==> src/rtl/mem_arbiter.sv <==
// Single-port memory arbiter: fetch (read-only) and load/store share one memory,
// one outstanding transaction, fixed read latency, starvation-bounded load/store priority.
module mem_arbiter #(
  parameter int unsigned AW           = 32,
  parameter int unsigned DW           = 32,
  parameter int unsigned MEM_LATENCY  = 2,
  parameter int unsigned STARVE_LIMIT = 4
) (
  input  logic          clk,
  input  logic          rst,
  input  logic          if_req_i,
  input  logic [AW-1:0] if_addr_i,
  output logic          if_gnt_o,
  output logic          if_rvalid_o,
  output logic [DW-1:0] if_rdata_o,
  input  logic          dm_req_i,
  input  logic          dm_we_i,
  input  logic [AW-1:0] dm_addr_i,
  input  logic [DW-1:0] dm_wdata_i,
  output logic          dm_gnt_o,
  output logic          dm_rvalid_o,
  output logic [DW-1:0] dm_rdata_o,
  output logic          mem_en_o,
  output logic          mem_we_o,
  output logic [AW-1:0] mem_addr_o,
  output logic [DW-1:0] mem_wdata_o,
  input  logic [DW-1:0] mem_rdata_i,
  output logic          busy_o
);

  localparam int unsigned LW = (MEM_LATENCY > 0) ? $clog2(MEM_LATENCY + 1) : 1;
  localparam int unsigned SW = (STARVE_LIMIT > 0) ? $clog2(STARVE_LIMIT + 1) : 1;

  localparam logic [0:0] S_IDLE = 1'b0;
  localparam logic [0:0] S_BUSY = 1'b1;

  localparam logic OWN_IF = 1'b0;
  localparam logic OWN_DM = 1'b1;

  logic [0:0]    state_q, state_d;
  logic [LW-1:0] lat_q, lat_d;
  logic [SW-1:0] starve_q, starve_d;
  logic          owner_q, owner_d;
  logic          we_q, we_d;
  logic          if_rvalid_q, if_rvalid_d;
  logic          dm_rvalid_q, dm_rvalid_d;
  logic [DW-1:0] if_rdata_q, if_rdata_d;
  logic [DW-1:0] dm_rdata_q, dm_rdata_d;

  logic idle;
  logic favour_if;
  logic grant_if;
  logic grant_dm;

  assign idle      = (state_q == S_IDLE);
  // With STARVE_LIMIT == 0 the counter is pinned at 0, so fetch is never favoured.
  assign favour_if = (STARVE_LIMIT != 0) && (starve_q == SW'(STARVE_LIMIT));
  assign grant_dm  = idle && dm_req_i && !(if_req_i && favour_if);
  assign grant_if  = idle && if_req_i && !grant_dm;

  always_comb begin
    state_d     = state_q;
    lat_d       = lat_q;
    starve_d    = starve_q;
    owner_d     = owner_q;
    we_d        = we_q;
    if_rvalid_d = 1'b0;
    dm_rvalid_d = 1'b0;
    if_rdata_d  = if_rdata_q;
    dm_rdata_d  = dm_rdata_q;
    case (state_q)
      S_IDLE: begin
        if (grant_dm || grant_if) begin
          state_d = S_BUSY;
          lat_d   = LW'(MEM_LATENCY);
          owner_d = grant_dm ? OWN_DM : OWN_IF;
          we_d    = grant_dm && dm_we_i;
          if (grant_if) begin
            starve_d = '0;
          end else if (if_req_i && (starve_q != SW'(STARVE_LIMIT))) begin
            starve_d = starve_q + SW'(1);
          end
        end
      end
      S_BUSY: begin
        if (lat_q <= LW'(1)) begin
          state_d = S_IDLE;
          lat_d   = '0;
          if (owner_q == OWN_DM) begin
            dm_rvalid_d = 1'b1;
            dm_rdata_d  = we_q ? '0 : mem_rdata_i;
          end else begin
            if_rvalid_d = 1'b1;
            if_rdata_d  = mem_rdata_i;
          end
        end else begin
          lat_d = lat_q - LW'(1);
        end
      end
      default: state_d = S_IDLE;
    endcase
  end

  always_ff @(posedge clk or negedge rst) begin
    if (!rst) begin
      state_q     <= S_IDLE;
      lat_q       <= '0;
      starve_q    <= '0;
      owner_q     <= OWN_IF;
      we_q        <= 1'b0;
      if_rvalid_q <= 1'b0;
      dm_rvalid_q <= 1'b0;
      if_rdata_q  <= '0;
      dm_rdata_q  <= '0;
    end else begin
      state_q     <= state_d;
      lat_q       <= lat_d;
      starve_q    <= starve_d;
      owner_q     <= owner_d;
      we_q        <= we_d;
      if_rvalid_q <= if_rvalid_d;
      dm_rvalid_q <= dm_rvalid_d;
      if_rdata_q  <= if_rdata_d;
      dm_rdata_q  <= dm_rdata_d;
    end
  end

  assign if_gnt_o    = grant_if;
  assign dm_gnt_o    = grant_dm;
  assign mem_en_o    = grant_if || grant_dm;
  assign mem_we_o    = grant_dm && dm_we_i;
  assign mem_addr_o  = grant_dm ? dm_addr_i : (grant_if ? if_addr_i : '0);
  assign mem_wdata_o = grant_dm ? dm_wdata_i : '0;

  assign if_rvalid_o = if_rvalid_q;
  assign if_rdata_o  = if_rdata_q;
  assign dm_rvalid_o = dm_rvalid_q;
  assign dm_rdata_o  = dm_rdata_q;
  assign busy_o      = (state_q == S_BUSY);

endmodule

==> config.mk <==
export PLATFORM = sky130hd
export DESIGN_NAME = mem_arbiter
export DESIGN_NICKNAME = d
export VERILOG_FILES = /design/src/rtl/mem_arbiter.sv
export SDC_FILE = /design/constraint.sdc
export NUM_CORES = 1
export LEC_CHECK = 0
export ABC_AREA = 1
export CORE_ASPECT_RATIO = 1.4
export CORE_MARGIN = 1.5
export CORE_UTILIZATION = 35
export CTS_CLUSTER_DIAMETER = 200
export CTS_CLUSTER_SIZE = 14
export DETAILED_ROUTE_END_ITERATION = 16
export PLACE_DENSITY = 0.82
export SLEW_MARGIN = 20
export SYNTH_ARGS = -nofsm -noshare
export SYNTH_HDL_FRONTEND = slang
export SYNTH_SLANG_ARGS = --single-unit
==> constraint.sdc <==
create_clock -name clk -period 1.8 [get_ports clk]
set_input_delay 0.36 -clock clk [delete_from_list [all_inputs] [get_ports clk]]
set_output_delay 0.36 -clock clk [all_outputs]
set_load 0.05 [all_outputs]
==> results of run 1 <==
metal layers:
| metal | track usage (%) | wire length (um) |
|---|---|---|
| met4 | 9.42 | 455 |
| met2 | 50.4 | 8710 |
| met3 | 7.88 | 1540 |
| met1 | 29.2 | 5430 |
| met5 | 0 | 12 |
cell usage in the layout (no fill, tap or decap), drive strengths merged:
cell type	Yosys	layout
buf	21	169
nand4	3	3
clkinv	0	1
nand3	36	36
ha	2	2
clkinvlp	0	3
bufinv	0	2
clkbuf	8	12
nor2	36	36
o21ai	38	38
nand2	234	235
clkdlybuf4s50	0	129
dfrtp	74	74
dlygate4sd2	0	2
inv	50	52
o31ai	1	1
dlygate4sd3	0	1
power groups by stage:
stage	Sequential (mW)	Combinational, mW	Clock [mW]
2_1_floorplan	5.32	3.16	0
3_3_place_gp	2.90	9.28	0
3_5_place_dp	2.94	9.49	0
4_1_cts	2.93	9.89	1.97
5_1_grt	3.03	10.6	2.05
6_report	2.96	10.2	1.95
worst paths after layout:
kind | startpoint | endpoint | slack [ns] | cells past startpoint
worst max-delay path | starve_q[1] | mem_addr_o[3] | -0.28 | 9
worst min-delay path | if_rdata_o[2] | if_rdata_o[2] | 0.48 | 2
worst max register to register | busy_o | if_rdata_o[20] | 0.13 | 5
worst min register to register | if_rdata_o[2] | if_rdata_o[2] | 0.48 | 2
max in group asynchronous | rst | dm_rdata_o[9] | 0.73 | 3
min in group asynchronous | rst | dm_rdata_o[13] | 0.49 | 2
kinds of logic (layout without fill, tap and decap cells):
group / count (synthesis) / count (layout) / synth area share [%]
AOI/OAI and AO/OA: 39 / 39 / 5.44
and+or+nand+nor: 309 / 310 / 33.4
adders and majority gates: 2 / 2 / 0.689
buffers and inverters: 79 / 371 / 9.44
DFF: 74 / 74 / 51.0
worst reg2reg max path: cells and delay by family (launching register included):
family / cells / cell delay (ns)
buffers and inverters: 2 / 0.58
DFF: 1 / 0.45
and+or+nand+nor: 3 / 0.51
flip-flops by register name, indices dropped and copies added, names as in the netlist:
name / count
busy_o: 1
dm_rdata_o: 32
dm_rvalid_o: 1
if_rdata_o: 32
if_rvalid_o: 1
lat_q: 2
owner_q: 1
starve_q: 3
we_q: 1
cell type report:
cell class,instances,area [um^2],share of cell area [%]
Timing Repair inverter,1,7.51,0.0916
Clock buffer,9,225,2.75
Sequential cell,74,1850,22.6
Inverter,50,199,2.43
Clock inverter,7,98.8,1.21
Multi-Input combinational cell,351,1940,23.6
Tap cell,135,169,2.06
Timing Repair Buffer,304,3710,45.3
per-stage QoR:
stage	power, mW	cell area (um^2)	TNS (ns)	hold slack (ns)
6_report	15.1	8200	-16.20	0.481
3_3_place_gp	12.2	7390	-19.84	0.294
5_1_grt	15.7	8200	-20.73	0.503
2_1_floorplan	8.47	3900	0	0.0644
4_1_cts	14.8	7990	-18.00	0.479
3_5_place_dp	12.4	7390	-20.43	0.298
repair_timing:
action | 4_1_cts | 5_1_grt
hold buffers | 1 | 0
cloned | 2 | 6
endpoints found under the hold margin | 27 | 0
resized for setup | 51 | 31
setup buffers | 5 | 3
pin swaps | 1 | 7
endpoints found under the setup margin | 68 | 78
==> run summary, run 1 <==
STATUS
-----------------------------------------------------------------------------------------------
Status ........................................................................... finished, violations left
Failing checks ................................................................... negative setup slack

STA
-----------------------------------------------------------------------------------------------
Final cycle utilization of the critical path .....................................         115%
Worst Skew .......................................................................   0.00460 ns
Min Tclk post-route ..............................................................      2.08 ns
Transition time of the tightest slew-check pin ...................................     0.381 ns
Setup-violating endpoint count in the final report ...............................           67
Max Transition Viols Final .......................................................            0
Final hold violation count .......................................................            0
Max-slew headroom at the worst pin ...............................................        74.5%
Setup WS post-layout .............................................................    -0.278 ns
Top achievable clock speed .......................................................    0.481 GHz
Setup repair after global routing missed its margin ..............................         true

SYNTH
-----------------------------------------------------------------------------------------------
Number of enable flip-flop cells after synthesis .................................            0
Post-synthesis sequential element count ..........................................           74
Synthesized area ................................................................. 0.00363 mm^2
Post-synthesis cell count ........................................................          503
Top_reg_cell synth ............................................................... sky130_fd_sc_hd__dfrtp_1
Yosys top cell by area ........................................................... sky130_fd_sc_hd__dfrtp_1
Most frequently used cell type in the post-synthesis netlist ..................... sky130_fd_sc_hd__nand2_1
Number of warnings reported in the yosys synthesis log ...........................            0
Largest cells by area after synthesis ............................................ sky130_fd_sc_hd__dfrtp_1, sky130_fd_sc_hd__nand2_1, sky130_fd_sc_hd__inv_1, sky130_fd_sc_hd__nand3_1, sky130_fd_sc_hd__nor2_1
Net count of the mapped netlist ..................................................          638
Most instantiated cells after synthesis .......................................... sky130_fd_sc_hd__nand2_1, sky130_fd_sc_hd__dfrtp_1, sky130_fd_sc_hd__inv_1
Post-Syn Area per Cell ...........................................................    7.22 um^2
Share of the yosys chip area belonging to registers ..............................        51.0%
Cell variety after synth .........................................................           15
Post-synth top area share ........................................................        51.0%
Async S/R FF share, synth ........................................................         100%

CELLS AND AREA
-----------------------------------------------------------------------------------------------
Layout Nets ......................................................................          926
Filler Cells Inserted ............................................................          562
Final Non-Filler Cells ...........................................................          931
Number of diodes added for antenna fixing ........................................            0
Final design utilization .........................................................        81.9%
Fraction of final layout cells with drive strength greater than 1 ................        38.1%
Layout area overhead .............................................................         126%

DIE
-----------------------------------------------------------------------------------------------
Die Y-Extent .....................................................................       124 um
Count of boundary I/O pins .......................................................          268
Total Die Area ...................................................................  0.0110 mm^2
Initial Util .....................................................................        36.3%
Die Span X .......................................................................      89.1 um
Total number of placement rows ...................................................           43
Area of the core .................................................................  0.0100 mm^2

ROUTE
-----------------------------------------------------------------------------------------------
First-pass iteration count of the detailed router ................................            5
WL final .........................................................................     16200 um
Number of violations reported at the end of detailed-routing iteration 0 .........          212
Number of vias per cell after detailed routing ...................................         4.92
Routed via count .................................................................         4576
Average wire per cell in the routed design .......................................      17.3 um
Number of remaining DRC errors ...................................................            0
Number of nets with antenna violations after routing .............................            0

GRT
-----------------------------------------------------------------------------------------------
Antenna violations before repair .................................................            1
Final global-route overflow total ................................................            0
Total GRT Usage ..................................................................        27.4%
Wire length of the first global-routing pass .....................................     22500 um
Largest net degree at the start of global routing ................................           66
Vias in the first global route ...................................................         4475

POWER
-----------------------------------------------------------------------------------------------
Leakage dissipation ..............................................................      3.95 nW
Switching power as a share of total power ........................................        50.9%
Pint .............................................................................      7.40 mW
Power per cell area .............................................................. 1840 mW/mm^2
Share of total power in the clock network ........................................        12.9%
Portion of total power attributed to sequential cells ............................        19.6%
Net switching power of the design ................................................      7.68 mW
Peak supply drop .................................................................     0.863 mV
Part of the total power dissipated in combinational logic ........................        67.5%

SETUP PATH
-----------------------------------------------------------------------------------------------
Delay of the slowest cell on the worst path ......................................      0.39 ns
Kind of cell with the highest combined delay on the critical path ................ simple AND/OR/NAND/NOR gates
CP Class ......................................................................... flop to output pin
Cell type of the slowest stage on the worst timing path .......................... sky130_fd_sc_hd__dfrtp_1
Crit path buf inv count ..........................................................            4
Required time of the worst setup path ............................................      1.44 ns
Dominant cell type by count on the critical path ................................. sky130_fd_sc_hd__buf_12
Critical path capture point type .................................................   output pin
Data arrival time at the worst-slack endpoint ....................................      1.72 ns
Cells along the critical path .................................................... inv_2, ha_4, nand3_4, nand2_8, inv_8, buf_12, nand2_1, nand2_2, buf_12
Critical Path Start Type .........................................................         flop
Crit path max fanout .............................................................           15

PLACED DESIGN
-----------------------------------------------------------------------------------------------
Worst setup timing slack at the placement stage ..................................    -0.412 ns
Count of input and output buffers ................................................          267
DPL Wire Length ..................................................................     11300 um
Placed Cells incl. Taps ..........................................................          899
Placer Congestion ................................................................        0.816

CTS
-----------------------------------------------------------------------------------------------
Buffer levels on the longest clock path ..........................................            2
Clock input transition at the sequential cells of the worst setup and hold paths .      0.06 ns
Number of CTS-inserted buffers ...................................................            9
Clock root buffer ................................................................ sky130_fd_sc_hd__clkbuf_16
TritonCTS clock tree .............................................................        built
# clock sinks ....................................................................           74
Clock latency on the worst-skew pair .............................................      0.33 ns
Total number of H-tree levels ....................................................            3

WORST HOLD PATH
-----------------------------------------------------------------------------------------------
Min-delay worst type ............................................................. flop to flop

JOB
-----------------------------------------------------------------------------------------------
Max-capacitance violation count ..................................................            0

No activity file was read; power rests on OpenSTA's default activity.
==> run 2: changes to the inputs <==
Settings changed: CORE_ASPECT_RATIO 1.4 to not set, CORE_MARGIN 1.5 to not set.
==> run 2 against run 1 <==
- non-clock buffer count decreased by 1
- clock-buffer cell count unchanged
- highest routed layer is now met4
- sequential share of layout area increased by 0.54 points
- the run still ends with negative setup slack left
- first-iteration DRC count increased by 41%
- global-route usage increased by 1.2 points
==> run summary, run 2 (synthesized netlist as in run 1, its figures left out) <==
STATUS
-----------------------------------------------------------------------------------------------
Status ........................................................................... finished, violations left
Failing checks ................................................................... negative setup slack

SETUP PATH
-----------------------------------------------------------------------------------------------
Crit path max fanout .............................................................            8
Dominant cell type by count on the critical path ................................. sky130_fd_sc_hd__buf_12
Start point of the critical path .................................................  starve_q[0]
Startpoint of the most critical register-to-register path ........................       busy_o
Worst R2R End .................................................................... if_rdata_o[15]
Cell type of the slowest stage on the worst timing path .......................... sky130_fd_sc_hd__dfrtp_1
Cells along the critical path .................................................... inv_2, ha_4, nand3_4, nand2_4, buf_12, buf_12, buf_16, nor2_2, buf_12
CP Class ......................................................................... flop to output pin
Setup slack, reg-to-reg ..........................................................      0.29 ns
Critical Path Start Type .........................................................         flop
Path depth of the worst reg2reg path .............................................            6
Data arrival time at the worst-slack endpoint ....................................      1.77 ns
Critical path capture point type .................................................   output pin
Delay of the slowest cell on the worst path ......................................      0.37 ns
Required time of the worst setup path ............................................      1.44 ns

DIE
-----------------------------------------------------------------------------------------------
Die Y-Extent .....................................................................       104 um
Area of the core ................................................................. 0.00991 mm^2
Total number of placement rows ...................................................           36
Die Span X .......................................................................       104 um
Count of boundary I/O pins .......................................................          268
Total Die Area ...................................................................  0.0108 mm^2
Initial Util .....................................................................        36.7%

ROUTE
-----------------------------------------------------------------------------------------------
Routed via count .................................................................         4480
Number of violations reported at the end of detailed-routing iteration 0 .........          298
Average wire per cell in the routed design .......................................      16.4 um
WL final .........................................................................     15200 um
Number of vias per cell after detailed routing ...................................         4.84
Number of remaining DRC errors ...................................................            0
Number of nets with antenna violations after routing .............................            0
First-pass iteration count of the detailed router ................................            4

PLACED DESIGN
-----------------------------------------------------------------------------------------------
Worst setup timing slack at the placement stage ..................................    -0.347 ns
Placed Cells incl. Taps ..........................................................          894
Standard cell area after detailed placement ...................................... 0.00732 mm^2
DPL Wire Length ..................................................................     11300 um
Count of input and output buffers ................................................          267
Placer Congestion ................................................................        0.907

CTS
-----------------------------------------------------------------------------------------------
Clock input transition at the sequential cells of the worst setup and hold paths .      0.08 ns
Clock root buffer ................................................................ sky130_fd_sc_hd__clkbuf_8
Number of CTS-inserted buffers ...................................................            9
# clock sinks ....................................................................           74
TritonCTS clock tree .............................................................        built
Buffer levels on the longest clock path ..........................................            2
Clock latency on the worst-skew pair .............................................      0.34 ns
Total number of H-tree levels ....................................................            3

CELLS AND AREA
-----------------------------------------------------------------------------------------------
Layout Nets ......................................................................          923
Most frequent standard cell in the layout excluding fill and tap cells ........... sky130_fd_sc_hd__nand2_1
Post-route standard cell area excluding fillers .................................. 0.00801 mm^2
Filler Cells Inserted ............................................................          638
Most frequent cells in the layout ................................................ sky130_fd_sc_hd__nand2_1, sky130_fd_sc_hd__clkdlybuf4s50_1, sky130_fd_sc_hd__buf_4, sky130_fd_sc_hd__buf_12, sky130_fd_sc_hd__dfrtp_1
Final Non-Filler Cells ...........................................................          926
Fraction of final layout cells with drive strength greater than 1 ................        36.5%
Layout area overhead .............................................................         120%

STA
-----------------------------------------------------------------------------------------------
Worst Skew .......................................................................   0.00741 ns
Final hold violation count .......................................................            0
Setup repair after global routing missed its margin ..............................         true
Setup WS post-layout .............................................................    -0.327 ns
Transition time of the tightest slew-check pin ...................................     0.460 ns
Top achievable clock speed .......................................................    0.470 GHz
Max Transition Viols Final .......................................................            0
Final setup TNS ..................................................................    -19.47 ns
Tightest hold margin .............................................................     0.461 ns
Final cycle utilization of the critical path .....................................         118%
Setup-violating endpoint count in the final report ...............................           67
Min Tclk post-route ..............................................................      2.13 ns
Max-slew headroom at the worst pin ...............................................        69.3%

GRT
-----------------------------------------------------------------------------------------------
Total GRT Usage ..................................................................        28.6%
Wire length of the first global-routing pass .....................................     23900 um
Antenna violations before repair .................................................            1
Final global-route overflow total ................................................            0
Largest net degree at the start of global routing ................................           66
Vias in the first global route ...................................................         4642

WORST HOLD PATH
-----------------------------------------------------------------------------------------------
Min-delay worst type ............................................................. primary input to async pin

POWER
-----------------------------------------------------------------------------------------------
Power per cell area .............................................................. 1780 mW/mm^2
Peak supply drop .................................................................      1.27 mV
Leakage dissipation ..............................................................      3.89 nW

JOB
-----------------------------------------------------------------------------------------------
Max-capacitance violation count ..................................................            0

==> run 2: changes by cell type in the layout (fill, tap and decap cells not counted), moves of 2 or more <==
cell / before / now
sky130_fd_sc_hd__buf_12: 79 / 76
sky130_fd_sc_hd__buf_16: 2 / 7
sky130_fd_sc_hd__nor2_4: 35 / 29
sky130_fd_sc_hd__clkbuf_8: 0 / 9
sky130_fd_sc_hd__clkbuf_16: 12 / 1
sky130_fd_sc_hd__nand2_2: 59 / 48
sky130_fd_sc_hd__nand2_1: 174 / 184
sky130_fd_sc_hd__inv_6: 3 / 1
sky130_fd_sc_hd__nor2_2: 1 / 7
==> run 2: per-layer routing <==
layer,wire length [um],vias to the layer above,track usage (%)
met1,5430,2097,31.9
met3,1120,34,6.77
met2,8120,239,51.6
li1,-,2110,-
met5,0,-,0
met4,553,0,12.8
==> run 2: cell type report <==
cell class / instances / area, um^2 / area share (%)
flip-flops and latches: 74 / 1850 / 23.1
clock inverters: 6 / 67.6 / 0.844
inverters: 50 / 190 / 2.37
repair buffers: 303 / 3730 / 46.5
well taps: 133 / 166 / 2.08
diodes: 1 / 2.50 / 0.0313
multi-input cells: 350 / 1880 / 23.5
clock buffers: 9 / 124 / 1.55
==> run 2: power by group <==
part           switching, mW  internal, mW  total [mW]  leakage [nW]
Sequential             0.476          2.45        2.93         0.922
Clock                  0.617         0.637        1.25        0.0917
Combinational           6.34          3.72        10.1          2.88
Total                   7.44          6.81        14.2          3.89
==> run 2: worst max path at each step <==
stage / end / slack, ns / cells past startpoint
6_report: mem_wdata_o[30] / -0.33 / 9
5_1_grt: mem_addr_o[23] / -0.41 / 10
4_1_cts: mem_addr_o[23] / -0.38 / 10
3_5_place_dp: mem_addr_o[31] / -0.35 / 9
3_3_place_gp: mem_addr_o[1] / -0.32 / 9
2_1_floorplan: mem_wdata_o[20] / 0.01 / 6
==> run 2: per-stage QoR <==
stage	utilization, %	power (mW)
after floorplan	-	8.47
after global placement	73.9	12.1
after detailed placement	73.9	12.3
after CTS	79.8	14.2
after global routing	80.8	14.9
final	80.8	14.2
==> run 2: what timing repair did <==
action                                  4_1_cts  5_1_grt
gates resized for setup                      50       17
pin swaps                                     8        8
endpoints found under the setup margin       68       68
endpoints found under the hold margin        26        0
hold buffers                                  1        0
buffers inserted                              6        0
gates cloned                                  8        1
==> run 2: worst max-delay path: cells and delay by family, from the launching register on <==
family	cells	cell delay [ns]
adder cells (fa/ha/maj)	1	0.17
buffers and inverters	5	0.62
flip-flops	1	0.37
AND/OR/NAND/NOR	3	0.27
